<file path="src/rtl/lv_fv_pkg.sv">
// Shared types for the LV/FV/DV timing generator: pattern modes, FSM states, bar count.
package lv_fv_pkg;

  typedef enum logic [1:0] {
    MODE_SOLID = 2'd0,
    MODE_HRAMP = 2'd1,
    MODE_VRAMP = 2'd2,
    MODE_BARS  = 2'd3
  } mode_e;

  typedef enum logic [2:0] {
    ST_IDLE = 3'd0,
    ST_PRE  = 3'd1,
    ST_ACT  = 3'd2,
    ST_HBL  = 3'd3,
    ST_POST = 3'd4,
    ST_VBL  = 3'd5
  } state_e;

  localparam int BAR_COUNT = 8;

  function automatic int max_int(input int a, input int b);
    return (a > b) ? a : b;
  endfunction

endpackage

</file>
<file path="src/rtl/lv_fv_pattern.sv">
// Maps (mode, h_cnt, v_cnt, solid) to a CH*DW pixel; one registered stage, zero when not valid.
// No backpressure; an optional stamp value overrides the pattern on its cycle.
module lv_fv_pattern
  import lv_fv_pkg::*;
#(
  parameter int DW    = 8,
  parameter int CH    = 3,
  parameter int H_ACT = 640,
  parameter int HW    = 10,
  parameter int VW    = 9
) (
  input  logic             clk,
  input  logic             rst,
  input  logic             vld,
  input  logic [1:0]       mode,
  input  logic [HW-1:0]    h_cnt,
  input  logic [VW-1:0]    v_cnt,
  input  logic [CH*DW-1:0] solid,
  input  logic             stamp_vld,
  input  logic [15:0]      stamp_dat,
  output logic [CH*DW-1:0] pix
);

  localparam int PW    = CH * DW;
  localparam int BAR_W = H_ACT / BAR_COUNT;

  logic [2:0]    bar;
  logic [DW-1:0] h_val;
  logic [DW-1:0] v_val;
  logic [PW-1:0] pat;
  logic [PW-1:0] pix_d;
  logic [PW-1:0] pix_q;

  assign bar   = 3'(h_cnt / HW'(BAR_W));
  assign h_val = DW'(h_cnt);
  assign v_val = DW'(v_cnt);

  // Bars cycle R/G/B weights: ch0 takes the MSB of the bar index, ch2 the LSB.
  for (genvar g = 0; g < CH; g++) begin : g_ch
    assign pat[g*DW +: DW] =
        (mode == MODE_SOLID) ? solid[g*DW +: DW] :
        (mode == MODE_HRAMP) ? h_val :
        (mode == MODE_VRAMP) ? v_val :
                               {DW{bar[2-(g%3)]}};
  end

  always_comb begin
    pix_d = '0;
    if (vld) begin
      pix_d = stamp_vld ? PW'(stamp_dat) : pat;
    end
  end

  always_ff @(posedge clk) begin
    if (!rst) begin
      pix_q <= '0;
    end else begin
      pix_q <= pix_d;
    end
  end

  assign pix = pix_q;

endmodule

</file>
<file path="src/rtl/lv_fv_gen.sv">
// LV/FV/DV video timing and test-pattern source; LV_FV_GEN_FRAME_STAMP_EN puts frame_cnt on each sof pixel.
// All outputs registered, no backpressure; en is honoured only in IDLE and at the end of vertical blanking.
module lv_fv_gen
  import lv_fv_pkg::*;
#(
  parameter int DW      = 8,
  parameter int CH      = 3,
  parameter int H_ACT   = 640,
  parameter int H_BLANK = 160,
  parameter int V_ACT   = 480,
  parameter int FV_PRE  = 4,
  parameter int FV_POST = 4,
  parameter int V_BLANK = 32
) (
  input  logic             clk,
  input  logic             rst,
  input  logic             en,
  input  logic [1:0]       mode,
  input  logic [CH*DW-1:0] solid,
  output logic [CH*DW-1:0] pix,
  output logic             fv,
  output logic             lv,
  output logic             dv,
  output logic             sof,
  output logic             eol,
  output logic [15:0]      frame_cnt
);

  localparam int PW      = CH * DW;
  localparam int CNT_MAX = max_int(max_int(H_ACT, H_BLANK),
                                   max_int(max_int(FV_PRE, FV_POST), V_BLANK));
  localparam int CW      = $clog2(CNT_MAX + 1);
  localparam int VW      = $clog2(V_ACT + 1);

  localparam logic [CW-1:0] H_LAST    = CW'(H_ACT - 1);
  localparam logic [CW-1:0] HBL_LAST  = CW'(H_BLANK - 1);
  localparam logic [CW-1:0] PRE_LAST  = CW'(FV_PRE - 1);
  localparam logic [CW-1:0] POST_LAST = CW'(FV_POST - 1);
  localparam logic [CW-1:0] VBL_LAST  = CW'(V_BLANK - 1);
  localparam logic [VW-1:0] V_LAST    = VW'(V_ACT - 1);

  state_e        state_q, state_d;
  logic [CW-1:0] cnt_q, cnt_d;
  logic [VW-1:0] v_q, v_d;
  logic [1:0]    mode_q, mode_d;
  logic [PW-1:0] solid_q, solid_d;
  logic [15:0]   frame_cnt_q, frame_cnt_d;
  logic          fv_q, fv_d;
  logic          lv_q, lv_d;
  logic          sof_q, sof_d;
  logic          eol_q, eol_d;
  logic          stamp_vld;

  always_comb begin
    state_d     = state_q;
    cnt_d       = cnt_q + CW'(1);
    v_d         = v_q;
    mode_d      = mode_q;
    solid_d     = solid_q;
    frame_cnt_d = frame_cnt_q;
    case (state_q)
      ST_IDLE: begin
        cnt_d = '0;
        v_d   = '0;
        if (en) begin
          state_d = ST_PRE;
          mode_d  = mode;
          solid_d = solid;
        end
      end
      ST_PRE: begin
        if (cnt_q == PRE_LAST) begin
          state_d = ST_ACT;
          cnt_d   = '0;
          v_d     = '0;
        end
      end
      ST_ACT: begin
        if (cnt_q == H_LAST) begin
          cnt_d   = '0;
          state_d = (v_q == V_LAST) ? ST_POST : ST_HBL;
        end
      end
      ST_HBL: begin
        if (cnt_q == HBL_LAST) begin
          state_d = ST_ACT;
          cnt_d   = '0;
          v_d     = v_q + VW'(1);
        end
      end
      ST_POST: begin
        if (cnt_q == POST_LAST) begin
          state_d     = ST_VBL;
          cnt_d       = '0;
          frame_cnt_d = frame_cnt_q + 16'd1;
        end
      end
      ST_VBL: begin
        if (cnt_q == VBL_LAST) begin
          cnt_d = '0;
          if (en) begin
            state_d = ST_PRE;
            mode_d  = mode;
            solid_d = solid;
          end else begin
            state_d = ST_IDLE;
          end
        end
      end
      default: begin
        state_d = ST_IDLE;
        cnt_d   = '0;
      end
    endcase

    // Outputs are decoded from the next state so the registered copies line up with it.
    fv_d  = state_d inside {ST_PRE, ST_ACT, ST_HBL, ST_POST};
    lv_d  = (state_d == ST_ACT);
    sof_d = lv_d && (cnt_d == '0) && (v_d == '0);
    eol_d = lv_d && (cnt_d == H_LAST);
  end

  always_ff @(posedge clk) begin
    if (!rst) begin
      state_q     <= ST_IDLE;
      cnt_q       <= '0;
      v_q         <= '0;
      mode_q      <= '0;
      solid_q     <= '0;
      frame_cnt_q <= '0;
      fv_q        <= 1'b0;
      lv_q        <= 1'b0;
      sof_q       <= 1'b0;
      eol_q       <= 1'b0;
    end else begin
      state_q     <= state_d;
      cnt_q       <= cnt_d;
      v_q         <= v_d;
      mode_q      <= mode_d;
      solid_q     <= solid_d;
      frame_cnt_q <= frame_cnt_d;
      fv_q        <= fv_d;
      lv_q        <= lv_d;
      sof_q       <= sof_d;
      eol_q       <= eol_d;
    end
  end

`ifdef LV_FV_GEN_FRAME_STAMP_EN
  assign stamp_vld = sof_d;
`else
  assign stamp_vld = 1'b0;
`endif

  lv_fv_pattern #(
    .DW    (DW),
    .CH    (CH),
    .H_ACT (H_ACT),
    .HW    (CW),
    .VW    (VW)
  ) u_pattern (
    .clk       (clk),
    .rst       (rst),
    .vld       (lv_d),
    .mode      (mode_q),
    .h_cnt     (cnt_d),
    .v_cnt     (v_d),
    .solid     (solid_q),
    .stamp_vld (stamp_vld),
    .stamp_dat (frame_cnt_q),
    .pix       (pix)
  );

  assign fv        = fv_q;
  assign lv        = lv_q;
  assign dv        = lv_q;
  assign sof       = sof_q;
  assign eol       = eol_q;
  assign frame_cnt = frame_cnt_q;

endmodule

</file>
<file path="config.mk">
export PLATFORM = sky130hd
export DESIGN_NAME = lv_fv_gen
export DESIGN_NICKNAME = d
export VERILOG_FILES = /design/src/rtl/lv_fv_pkg.sv /design/src/rtl/lv_fv_pattern.sv /design/src/rtl/lv_fv_gen.sv
export SDC_FILE = /design/constraint.sdc
export NUM_CORES = 1
export LEC_CHECK = 0
export BUFFER_PORTS_ARGS = -buffer_cell sky130_fd_sc_hd__buf_4
export CAP_MARGIN = 40
export CORE_ASPECT_RATIO = 1.5
export CORE_MARGIN = 2
export CORE_UTILIZATION = 30
export CTS_BUF_LIST = sky130_fd_sc_hd__clkbuf_8
export CTS_CLUSTER_DIAMETER = 120
export DETAILED_ROUTE_END_ITERATION = 10
export PLACE_DENSITY = 0.44
export SYNTH_ARGS = -nofsm -noshare
export SYNTH_HDL_FRONTEND = slang
export SYNTH_SLANG_ARGS = --single-unit
</file>
<file path="constraint.sdc">
create_clock -name clk -period 5.3 [get_ports clk]
set_clock_uncertainty 0.1 [all_clocks]
set_input_delay 0.53 -clock clk [delete_from_list [all_inputs] [get_ports clk]]
set_output_delay 0.53 -clock clk [all_outputs]
set_load 0.02 [all_outputs]
</file>
# == Word level (Yosys, flattened, before mapping) ==
# Cells that the tools add are included.
# word_totals
output_inout_bits,45
register_bits,92
word_cells,78
in_bits,29
# classes
div,1
n_eq_ne,18
reduce_logical,13
add_sub_neg,3
mux,32
# op_table
cell,count
$mux 8,9
$mux 24,2
$pmux 24 s2,1
$mux 10,4
$pmux 10 s4,1
$pmux 9 s3,1
$mux 3,7
$eq 10x10->1 const B,2
$mux 9,2
$pmux 3 s6,1
$add 16x1->16 const B,1
$eq 3x2->1 const B,4
$add 10x1->10 const B,1
$div 10x7->10 const B,1
$eq 10x2->1 const B,1
$eq 10x5->1 const B,1
$eq 10x8->1 const B,1
$logic_not 10->1,1
$add 9x1->9 const B,1
$eq 3x3->1 const B,3
$eq 9x9->1 const B,1
$logic_not 9->1,1
$eq 3x1->1 const B,2
$reduce_and 2->1,3
12 further kinds,15

# == Logic depth before layout (Yosys ltp) ==
# Gate-level depths: netlist (run 1).
# depth
word_depth,7
mapped_depth,12
mapped_depth_nobuf,9

# == Modules after synthesis ==
# From an unflattened synthesis (run 1), not the netlist that was laid out.
# unflattened
cells_unflattened,609
hier_area_um2,4948.5
# by_module_without_submodules
module,seq_area_each_um2,area_per_inst_um2,cells_each,n_inst
lv_fv_gen,1361.3,3419.5,392,1
lv_fv_pattern,480.5,1529.0,217,1

# == Least setup slack after synthesis (run 1) ==
# No wires, ideal clock.
# synth_timing
kind,reg2reg
start,reg cnt_q[0]
end,"reg u_pattern.pix_q[16], in the netlist u_pattern.pix[16]"
arrival_ns,2.582
path_stages_with_launch,12
t_required_ns,5.083
synth_period_minus_slack_ns,2.799
path_slack_ns,2.501
setup_ns,0.117
path_buffers,2
cell_sequence,dfxtp_1 -> ha_1 -> buf_2 -> and4_1 -> nand2_1 -> xor2_1 -> nor3_1 -> a2111oi_0 -> o211ai_2 -> buf_2 -> a31oi_1 -> nor2_1
# synth_between
elab_chain_cells,7
elab_cells_between_ends,25
classes_between,add/sub (1); div (1); eq/ne (5); mux (17); reduce/logical (1)
# synth_rtl
element,line,text
start: declaration,lv_fv_gen.sv:43,"logic [CW-1:0] cnt_q, cnt_d;"
start signal: assignment,lv_fv_gen.sv:137,cnt_q <= cnt_d;
"$add 10x1->10, or another cell as far along",lv_fv_gen.sv:56,cnt_d = cnt_q + CW'(1);
$mux 10 (on tied branches),--,
$pmux 10 s4,lv_fv_gen.sv:61,case (state_q)
$div 10x7->10,lv_fv_pattern.sv:34,assign bar = 3'(h_cnt / HW'(BAR_W));
$mux 8,lv_fv_pattern.sv:43,(mode == MODE_VRAMP) ? v_val :
$mux 8,lv_fv_pattern.sv:42,(mode == MODE_HRAMP) ? h_val :
$mux 8,lv_fv_pattern.sv:41,(mode == MODE_SOLID) ? solid[g*DW +: DW] :
end signal: assignment,lv_fv_pattern.sv:58,pix_q <= pix_d;
end: declaration,lv_fv_pattern.sv:32,logic [PW-1:0] pix_q;
# Several ways; a longest one is shown, not always the timed one.
# A chain may end at the register's enable or synchronous reset.

# == Worst setup path after layout (run 1) ==
# layout_timing
start,reg mode_q[0]
end,"reg u_pattern.pix_q[4], in the netlist u_pattern.pix[4]"
# layout_between
elab_chain_cells,4
elab_cells_between_ends,6
classes_between,eq/ne (2); mux (3); reduce/logical (1)
# layout_rtl
element,line,text
start: declaration,lv_fv_gen.sv:45,"logic [1:0] mode_q, mode_d;"
start signal: assignment,lv_fv_gen.sv:139,mode_q <= mode_d;
$eq 2x2->1,lv_fv_pattern.sv:43,
$mux 8,lv_fv_pattern.sv:43,
$mux 8,lv_fv_pattern.sv:42,
$mux 8 (*),lv_fv_pattern.sv:41,
# Mark *: on every way between the ends. The rest lies on a longest branch, timed or not.

==> reports/results.tsv, run 1 <==
stage	metric	value	unit
status	outcome	completed	
sta	fmax	0.268	GHz
setup_path	r2r_cells	5	
setup_path	crit-reg2reg-launch	mode_q[0]	
clock_network	ctsResizeCount	0	
drt	avgRoutedWirePerCell	18.1	microns
drt	ant_nets	0	
placed_design	hpwlAfterDp	11.3	mm
clock_network	post_cts_buffers	0	
drt	firstDrtPassIters	5	
floorplan	rows	57	
pwr	p_per_area	231	mW/mm^2
flow_run	drv_cap	0	
floorplan	chipWidth	109	microns
drt	drt_iter0_drc	221	
floorplan	pin_count	74	
layout	postLayoutCellArea	0.00586	sq mm
drt	vias	4576	
setup_path	endpoint_kind	register	
synth	yosysTopAreaCell	dfxtp_1	
layout	area.growth.synth_to_final	17.1	%
sta	max-slew-margin-rel	41.3	%
global_route	grt_use_total	17.7	%
drt	drt_wl_total	15.4	mm
clock_network	h-tree-depth	3	
sta	whs	0.301	ns
setup_path	cp-start-kind	register	
synth	synth_top_cell_area_share	36.8	%
synth	ys.warnings.count	0	
global_route	antenna_found_initial	0	
clock_network	holdBufCountCts	0	
sta	worst_slew_pin_slew	0.880	ns
sta	rsz0062_at_grt	no	
setup_path	setup.worst_path.class	register to register	
clock_network	clkTransAtPathRegs	0.11	ns
sta	finalCritPeriodShare	70.5	%
synth	netlist_area	0.00500	sq mm
synth	synthArstFlopShare	0	%
drt	via_per_inst	5.38	
global_route	grt_max_degree	58	
setup_path	path_max_fanout	19	
synth	synth_area_leaders	dfxtp_1 (37%), mux2i_1 (6.2%), nor2b_1 (4.9%)	
clock_network	ctsLongestPathBuffers	2	
placed_design	gp_congestion	0.943	
synth	synth_enable_flop_cells	0	
clock_network	insertion_delay	0.38	ns
synth	ys.flop_type	dfxtp_1	
layout	diodes	0	
sta	setup_violations	0	
synth	synth_seq_cells	92	
setup_path	required	5.44	ns
synth	synthesis.nets	623	
sta	drv_slew	0	
synth	avgSynthCellArea	8.46	sq um
setup_path	r2r-end	u_pattern.pix[4]	
sta	final_hold_viol_count	0	
global_route	first_global_vias	4412	
clock_network	cts_root_buffer	clkbuf_8	
synth	synthCells	591	
placed_design	io_buffers	73	
floorplan	dieHeight	162	microns
pwr	vdd_drop_max	0.126	mV
sta	tns	0	ns
hold_path	holdPathStages	3	
floorplan	coreArea	0.0163	sq mm
sta	period_needed	3.73	ns
placed_design	place_area	0.00565	sq mm
pwr	p_leak	2.28	nW
clock_network	cts_tree	done	
clock_network	cts_sinks	92	
hold_path	hold_path.class	input port to register	
floorplan	die-area	0.0177	sq mm
layout	final_net_count	671	
synth	ys_types	78	
setup_path	setup.worst_path.start	mode_q[0]	
floorplan	start_util	30.7	%
layout	drive_above_1_share	16.9	%
setup_path	crit_path_end	u_pattern.pix[4]	
drt	drc_errors	0	
synth	ys_seq_area_share	36.8	%
clock_network	cts_buffers	9	
global_route	grt_first_pass_wirelength	24.3	mm
global_route	gr-total-overflow	0	
setup_path	ff2ff_setup_slack	1.57	ns
setup_path	worstPathArrival	3.88	ns
-- worst max-delay path: stages (launching register included) --
cell and delay (ns):
dfxtp_1 0.79, clkinv_1 0.74, o22ai_2 0.88, a21oi_1 0.41, o21a_1 0.27, a2111oi_0 0.40
-- registers in the layout, indices dropped and copies added, names as in the netlist --
register / flops
state_q: 3
fv: 1
frame_cnt: 16
u_pattern.pix: 24
cnt_q: 10
v_q: 9
eol: 1
mode_q: 2
dv: 1
sof: 1
solid_q: 24
-- how the worst min path moves through the flow --
stage	end	slack [ns]	start
2_1_floorplan	u_pattern.pix[11]	0.35	solid_q[11]
3_3_place_gp	solid_q[4]	0.40	solid_q[4]
3_5_place_dp	solid_q[16]	0.41	solid_q[16]
4_1_cts	solid_q[9]	0.28	solid[9]
5_1_grt	solid_q[11]	0.29	solid[11]
6_report	solid_q[9]	0.30	solid[9]
-- cell usage in the layout, fill, tap and decap left out, types with 10 or more instances in the layout --
cell,instances
dfxtp_1,92
buf_4,77
nor2b_1,39
nor2_1,38
a21oi_1,36
nand2_1,33
mux2i_1,31
and2_1,26
o21ai_0,23
xnor2_1,20
nand3_1,19
nor3_1,16
inv_1,14
a31oi_1,11
nand4_1,10
and3_1,10
clkbuf_8,10
-- synthesized netlist by cell type, types with 5 or more instances --
cell type  count
and3_1        10
clkbuf_1      22
xnor2_1       20
a221oi_1       9
nor3_1        16
nand3_1       19
o21ai_1        7
buf_2         11
a31oi_1       11
nor2b_1       39
xor2_1         7
inv_1         14
a211oi_1       7
a21oi_1       36
nand4b_1       5
and2_1        26
nand2_1       33
dfxtp_1       92
nand4_1       10
nor4_1         5
o21ai_0       23
nand2b_1       9
o31ai_1        7
mux2i_1       31
or3_1          7
nor2_1        38
-- report_power, final --
| group | internal (mW) | total, mW | switching (mW) |
|---|---|---|---|
| Clock | 0.199 | 0.496 | 0.297 |
| Sequential | 0.706 | 0.722 | 0.0158 |
| Combinational | 0.0569 | 0.133 | 0.0758 |
| Total | 0.963 | 1.35 | 0.388 |
-- metrics by stage --
stage                     utilization [%]  setup slack [ns]  power (mW)  cells
after floorplan                         -              2.50       0.823    591
final                                36.0              1.57        1.35    850
after detailed placement             34.8              1.62       0.872    834
after global routing                 36.0              1.21        1.42    850
after CTS                            36.0              1.57        1.37    850
after global placement               34.8              1.61       0.871    834
-- routing by layer --
metal	track usage (%)	share of wire, %
met5	0	0
met4	8.52	4.0
met3	2.57	3.6
met2	31.6	52
met1	20.2	40
-- logic make-up (layout without fill, tap and decap cells) --
family	count (synthesis)	after routing	synth area share (%)
simple gates	233	233	26.1
compound gates	148	148	20.3
flops	92	92	36.8
buf+inv	56	109	4.88
mux	31	31	6.21
xor+xnor	27	27	4.73
fa+ha+maj	4	4	0.951
-- final cells by class --
class	instances	area, sq um
fill	1728	10400
timing repair buffer	77	578
tap	206	258
sequential	92	1840
clock buffer	10	138
inverter	16	60.1
clock inverter	6	67.6
multi-input combinational	443	2910
Power figures use the tool's default switching activity.
==> run 2: changes to the inputs <==
- clock period: 5.3 -> 3.7 ns (I/O delays scaled with it)
==> run 2 against run 1 <==
  * Flip-flop and latch count is the same
  * Combinational power grew 56%
  * Register-to-register slack lost 1.4 ns
  * Non-clock buffer count grew 19
  * Global-route usage rose by 0.079 points
  * Die area unchanged
  * Routed wire length grew 1.0%
  * Maximum frequency increased by 7.0%
  * Critical endpoint is now u_pattern.pix[23]
  * Core utilization grew 0.99 points
  * First-iteration DRC count is 18% lower
==> reports/results.tsv, run 2 (same netlist as run 1, synthesis figures left out) <==
stage	metric	value	unit	change
setup_path	critPathSlowestCell	a2111oi_0		
global_route	gr-total-overflow	0		unchanged
placed_design	hpwlAfterDp	11.7	mm	+3.4%
setup_path	path_max_fanout	14		-5
setup_path	required	3.85	ns	-1.59 ns
clock_network	clkTransAtPathRegs	0.11	ns	about the same
layout	final_common_cell	buf_4		
floorplan	die-area	0.0177	sq mm	unchanged
drt	vias	4637		+1.3%
clock_network	post_cts_buffers	0		unchanged
floorplan	chipWidth	109	microns	unchanged
clock_network	ctsLongestPathBuffers	2		unchanged
setup_path	worstPathArrival	3.64	ns	-0.24 ns
global_route	grt_first_pass_wirelength	24.4	mm	+0.54%
layout	utilization	37.0	%	+0.99 points
sta	worst_slew_pin_slew	0.793	ns	-0.0871 ns
sta	final_hold_viol_count	0		unchanged
placed_design	gp_congestion	0.912		-3.2%
global_route	antenna_found_initial	0		unchanged
drt	ant_nets	0		unchanged
layout	final_cell_mix	buf_4 (96), dfxtp_1 (92), nor2b_1 (39)		
setup_path	cp-start-kind	register		
layout	area.growth.synth_to_final	20.4	%	
placed_design	io_buffers	73		unchanged
sta	finalCritPeriodShare	94.3	%	+24 points
sta	fmax	0.286	GHz	+7.0%
sta	drv_slew	0		unchanged
setup_path	endpoint_kind	register		
hold_path	hold_path.class	input port to register		
flow_run	drv_cap	0		unchanged
clock_network	cts_tree	done		
setup_path	cp_top_family	compound AO/OA/AOI/OAI gates		
floorplan	dieHeight	162	microns	unchanged
global_route	grt_max_degree	57		-1.7%
clock_network	cts_sinks	92		unchanged
drt	avgRoutedWirePerCell	17.9	microns	-1.2%
drt	drt_wl_total	15.5	mm	+1.0%
setup_path	path_buf_inv	0		-1
pwr	p_per_area	331	mW/mm^2	+43%
setup_path	cp_slowest_stage_delay	0.73	ns	-0.15 ns
layout	diodes	0		unchanged
pwr	p_leak	2.37	nW	+4.0%
drt	via_per_inst	5.34		-0.88%
sta	period_needed	3.49	ns	-0.244 ns
clock_network	insertion_delay	0.38	ns	about the same
global_route	first_global_vias	4476		+1.5%
sta	max-slew-margin-rel	45.8	%	+4.5 points
clock_network	cts_root_buffer	clkbuf_8		
global_route	grt_use_total	17.8	%	+0.079 points
clock_network	cts_buffers	9		unchanged
floorplan	pin_count	74		unchanged
layout	final_net_count	690		+2.8%
drt	firstDrtPassIters	5		unchanged
sta	whs	0.138	ns	-0.163 ns
setup_path	worstPathCellList	ha_1 > and4_1 > nand2_1 > xor2_1 > nor3_1 > a2111oi_0 > o211ai_4 > a21oi_1 > nor4_1		
setup_path	setup.worst_path.class	register to register		
status	outcome	completed		
sta	setup_violations	0		unchanged
floorplan	start_util	30.7	%	unchanged
drt	drc_errors	0		unchanged
floorplan	rows	57		unchanged
pwr	vdd_drop_max	0.155	mV	+24%
drt	drt_iter0_drc	182		-18%
clock_network	h-tree-depth	3		unchanged
layout	drive_above_1_share	19.3	%	+2.4 points
layout	fillCellCount	1732		+0.23%
floorplan	coreArea	0.0163	sq mm	unchanged
[run 2: metal layers]
layer  track usage [%]  up-vias  wire, microns
met4              7.88        0            574
met3              2.33       34            652
met2              32.3      144           8290
met1              20.2     2187           6030
li1                  -     2272              -
met5                 0        -              0
[run 2: worst reg2reg max path: stages (launching register included)]
cell	delay [ns]
dfxtp_1	0.49
ha_1	0.41
and4_1	0.37
nand2_1	0.17
xor2_1	0.40
nor3_1	0.11
a2111oi_0	0.73
o211ai_4	0.31
a21oi_1	0.21
nor4_1	0.07
[run 2: final timing paths]
| kind | startpoint | end | slack [ns] | cells past startpoint |
|---|---|---|---|---|
| setup / recovery | cnt_q[0] | u_pattern.pix[23] | 0.21 | 9 |
| hold / removal | solid[12] | solid_q[12] | 0.14 | 3 |
| setup reg to reg | cnt_q[0] | u_pattern.pix[23] | 0.21 | 9 |
| hold reg to reg | solid_q[14] | u_pattern.pix[14] | 0.42 | 2 |
[run 2: final cells by class]
cell class / count / area [sq um] / share of cell area (%)
Clock buffer: 9 / 124 / 2.06
Sequential cell: 92 / 1840 / 30.6
Multi-Input combinational cell: 443 / 2920 / 48.6
Inverter: 16 / 60.1 / 0.998
Clock inverter: 7 / 91.3 / 1.52
Timing Repair Buffer: 96 / 721 / 12.0
Tap cell: 206 / 258 / 4.28
[run 2: per-stage QoR]
step	total power, mW	cells	cell area [sq um]	TNS [ns]	setup WS, ns
floorplan	1.18	591	5000	0	0.901
global placement	1.26	853	5790	0	0.397
detailed placement	1.26	853	5790	0	0.247
CTS	2.03	869	6010	0	0.222
global route	2.07	869	6020	-0.206	-0.0521
finish	1.99	869	6020	0	0.209
[run 2: repair_timing]
action,4_1_cts,5_1_grt
setup endpoints to repair,0,4
gates resized for setup,0,1
hold buffers,0,0
[run 2: report_power, final]
group / total (mW) / leakage [nW] / internal [mW] / switching [mW]
sequential: 1.03 / 0.746 / 1.01 / 0.0180
clock: 0.753 / 0.110 / 0.331 / 0.422
combinational: 0.207 / 1.51 / 0.0917 / 0.116
==> run 3: changes to the inputs <==
- SYNTH_HIERARCHICAL: unset -> 1
==> run 3 against run 2 <==
  * Core utilization grew 1.3 points
  * Via count grew 2.1%
  * Sequential share of layout area shrank 0.88 points
  * Critical path depth grew 1
  * Critical path type unchanged
  * Largest cell class unchanged
==> reports/results.tsv, run 3 <==
stage	metric	value	unit	change
sta	finalCritPeriodShare	96.9	%	+2.6 points
sta	final_hold_viol_count	0		unchanged
synth	synth_top_family_by_area	simple AND/OR/NAND/NOR gates		
synth	synth_simple_gate_area_share	26.5	%	+0.47 points
setup_path	path_max_fanout	8		-6
global_route	first_global_vias	4617		+3.2%
placed_design	gp_congestion	0.830		-9.0%
floorplan	dieHeight	161	microns	-0.50%
sta	fmax	0.279	GHz	-2.7%
clock_network	clkTransAtPathRegs	0.09	ns	-0.02 ns
placed_design	place_area	0.00588	sq mm	+1.5%
layout	drive_above_1_share	23.9	%	+4.6 points
sta	drv_slew	0		unchanged
floorplan	rows	57		unchanged
setup_path	cp_slowest_stage_delay	0.53	ns	-0.20 ns
synth	synth_common_cells	dfxtp_1 (92), nor2_1 (67), nand2_1 (62)		
pwr	p_per_area	315	mW/mm^2	-4.7%
drt	drt_iter0_drc	230		+26%
sta	tns	0	ns	unchanged
synth	avgSynthCellArea	8.13	sq um	-4.0%
synth	ys.flop_type	dfxtp_1		
drt	drc_errors	0		unchanged
synth	synthMuxAreaShare	6.17	%	-0.037 points
setup_path	cp_top_family	simple AND/OR/NAND/NOR gates		
placed_design	io_buffers	73		unchanged
status	outcome	completed		
setup_path	path_buf_inv	0		unchanged
synth	synth_xor_area_share	4.07	%	-0.66 points
pwr	p_leak	2.43	nW	+2.7%
pwr	total_power	1.95	mW	-1.8%
sta	worst_slew_pin_slew	0.768	ns	-0.0246 ns
flow_run	drv_cap	0		unchanged
layout	area.growth.synth_to_final	25.2	%	
synth	synth_top_cell_area_share	37.2	%	+0.38 points
layout	fillCellCount	1684		-2.8%
drt	vias	4734		+2.1%
sta	whs	0.137	ns	-0.00124 ns
sta	max-slew-margin-rel	48.4	%	+2.6 points
drt	avgRoutedWirePerCell	17.5	microns	-2.4%
drt	firstDrtPassIters	4		-1
global_route	gr-total-overflow	0		unchanged
floorplan	chipWidth	109	microns	-0.49%
setup_path	setup.worst_path.class	register to register		
drt	via_per_inst	5.23		-2.1%
floorplan	pin_count	74		unchanged
synth	yosysMostFrequentCell	dfxtp_1		
placed_design	hpwlAfterDp	12.1	mm	+3.4%
setup_path	crit_path_frequent_cell	or4_4		
synth	ys_types	73		-6.4%
layout	regArea	0.00184	sq mm	unchanged
layout	multi_input_area	0.00286	sq mm	-2.2%
clock_network	cts_tree	done		
placed_design	dp_slack	-0.00506	ns	-0.252 ns
clock_network	cts_sinks	92		unchanged
synth	netlist_area	0.00495	sq mm	-1.0%
sta	period_needed	3.59	ns	+0.0951 ns
clock_network	cts_buffers	9		unchanged
clock_network	insertion_delay	0.36	ns	-0.02 ns
synth	synthArstFlopShare	0	%	unchanged
layout	postLayoutCellArea	0.00620	sq mm	+3.0%
clock_network	ctsLongestPathBuffers	2		unchanged
setup_path	worstPathCellList	or4_4 > or4_4 > and4_4 > or3_4 > and2_4 > or4b_4 > o311a_2 > a31oi_4 > nor3_2 > o31ai_1		
layout	final_cells	906		+4.3%
synth	synth-compound-area-share	18.8	%	-1.5 points
global_route	grt_max_degree	45		-21%
synth	synth_enable_flop_cells	0		unchanged
floorplan	start_util	30.6	%	-0.18 points
setup_path	worstPathArrival	3.76	ns	+0.12 ns
synth	synthCells	609		+3.0%
synth	ys.warnings.count	6		+6
floorplan	coreArea	0.0162	sq mm	-0.44%
placed_design	dp.cells	885		+3.8%
global_route	grt_use_total	18.4	%	+0.61 points
sta	setup_violations	0		unchanged
floorplan	die-area	0.0176	sq mm	-0.99%
layout	utilization	38.3	%	+1.3 points
setup_path	required	3.87	ns	+0.02 ns
layout	final_net_count	727		+5.4%
layout	diodes	0		unchanged
setup_path	cp-start-kind	register		
synth	synth_seq_cells	92		unchanged
drt	drt_wl_total	15.8	mm	+1.8%
clock_network	cts_root_buffer	clkbuf_8		
sta	finalWorstSetupSlack	0.114	ns	-0.0951 ns
synth	synth_fa_ha_area_share	0.759	%	-0.19 points
clock_network	h-tree-depth	3		unchanged
pwr	vdd_drop_max	0.173	mV	+12%
layout	final_common_cell	buf_4		
drt	ant_nets	0		unchanged
hold_path	hold_path.class	input port to register		
global_route	antenna_found_initial	0		unchanged
synth	ys_seq_area_share	37.2	%	+0.38 points
synth	yosysTopAreaCell	dfxtp_1		
setup_path	endpoint_kind	register		
setup_path	critPathSlowestCell	or4_4		
global_route	grt_first_pass_wirelength	24.9	mm	+2.0%
layout	final_cell_mix	buf_4 (113), dfxtp_1 (92), nor2_1 (66)		
synth	synth_area_leaders	dfxtp_1 (37%), mux2i_1 (5.9%), nor2_1 (5.1%)		
run 3: cell families (layout without fill, tap and decap cells):
group	after synthesis	count (layout)
AOI/OAI and AO/OA	135	135
muxes	30	30
xor gates and xnor gates	23	23
other	1	4
adders and majority gates	3	3
and+or+nand+nor	252	252
DFF	92	92
buffers and inverters	73	161
run 3: per-layer routing:
layer	track usage [%]	up-vias	part of all wire, %
met5	0	-	0
li1	-	2342	-
met2	33.0	129	53
met3	2.82	27	3.7
met1	21.4	2236	40
met4	7.17	0	3.1
run 3: path summary, 6_finish.rpt:
check | end | slack, ns | start | cells after the start
max reg2reg | u_pattern/pix[20] | 0.11 | cnt_q[5] | 10
min reg2reg | u_pattern/pix[18] | 0.37 | solid_q[18] | 2
max | u_pattern/pix[20] | 0.11 | cnt_q[5] | 10
min | solid_q[9] | 0.14 | solid[9] | 3
run 3: layout make-up:
class	count	area share, %
repair buffers	118	14.8
flip-flops and latches	92	29.7
clock inverters	7	1.55
clock buffers	9	2.00
inverters	27	1.64
multi-input cells	447	46.1
well taps	206	4.16
run 3: where the power goes:
group / switching (mW) / leakage (nW) / internal, mW / total, mW
Combinational: 0.0952 / 1.57 / 0.0782 / 0.173
Clock: 0.373 / 0.114 / 0.384 / 0.757
Sequential: 0.0132 / 0.746 / 1.01 / 1.02
Total: 0.481 / 2.43 / 1.47 / 1.95
run 3: timing repair:
| action | CTS | global route |
|---|---|---|
| setup buffers | 0 | 4 |
| endpoints found under the setup margin | 4 | 24 |
| gates cloned | 0 | 1 |
| hold endpoints to repair | 0 | 0 |
| pin swaps | 5 | 6 |
| hold buffers | 0 | 0 |
| resized for setup | 1 | 12 |
run 3: worst register-to-register path: cells and delay by family (launching register included):
family | cells | cell delay (ns)
compound gates | 3 | 0.67
flops | 1 | 0.32
simple gates | 7 | 2.41
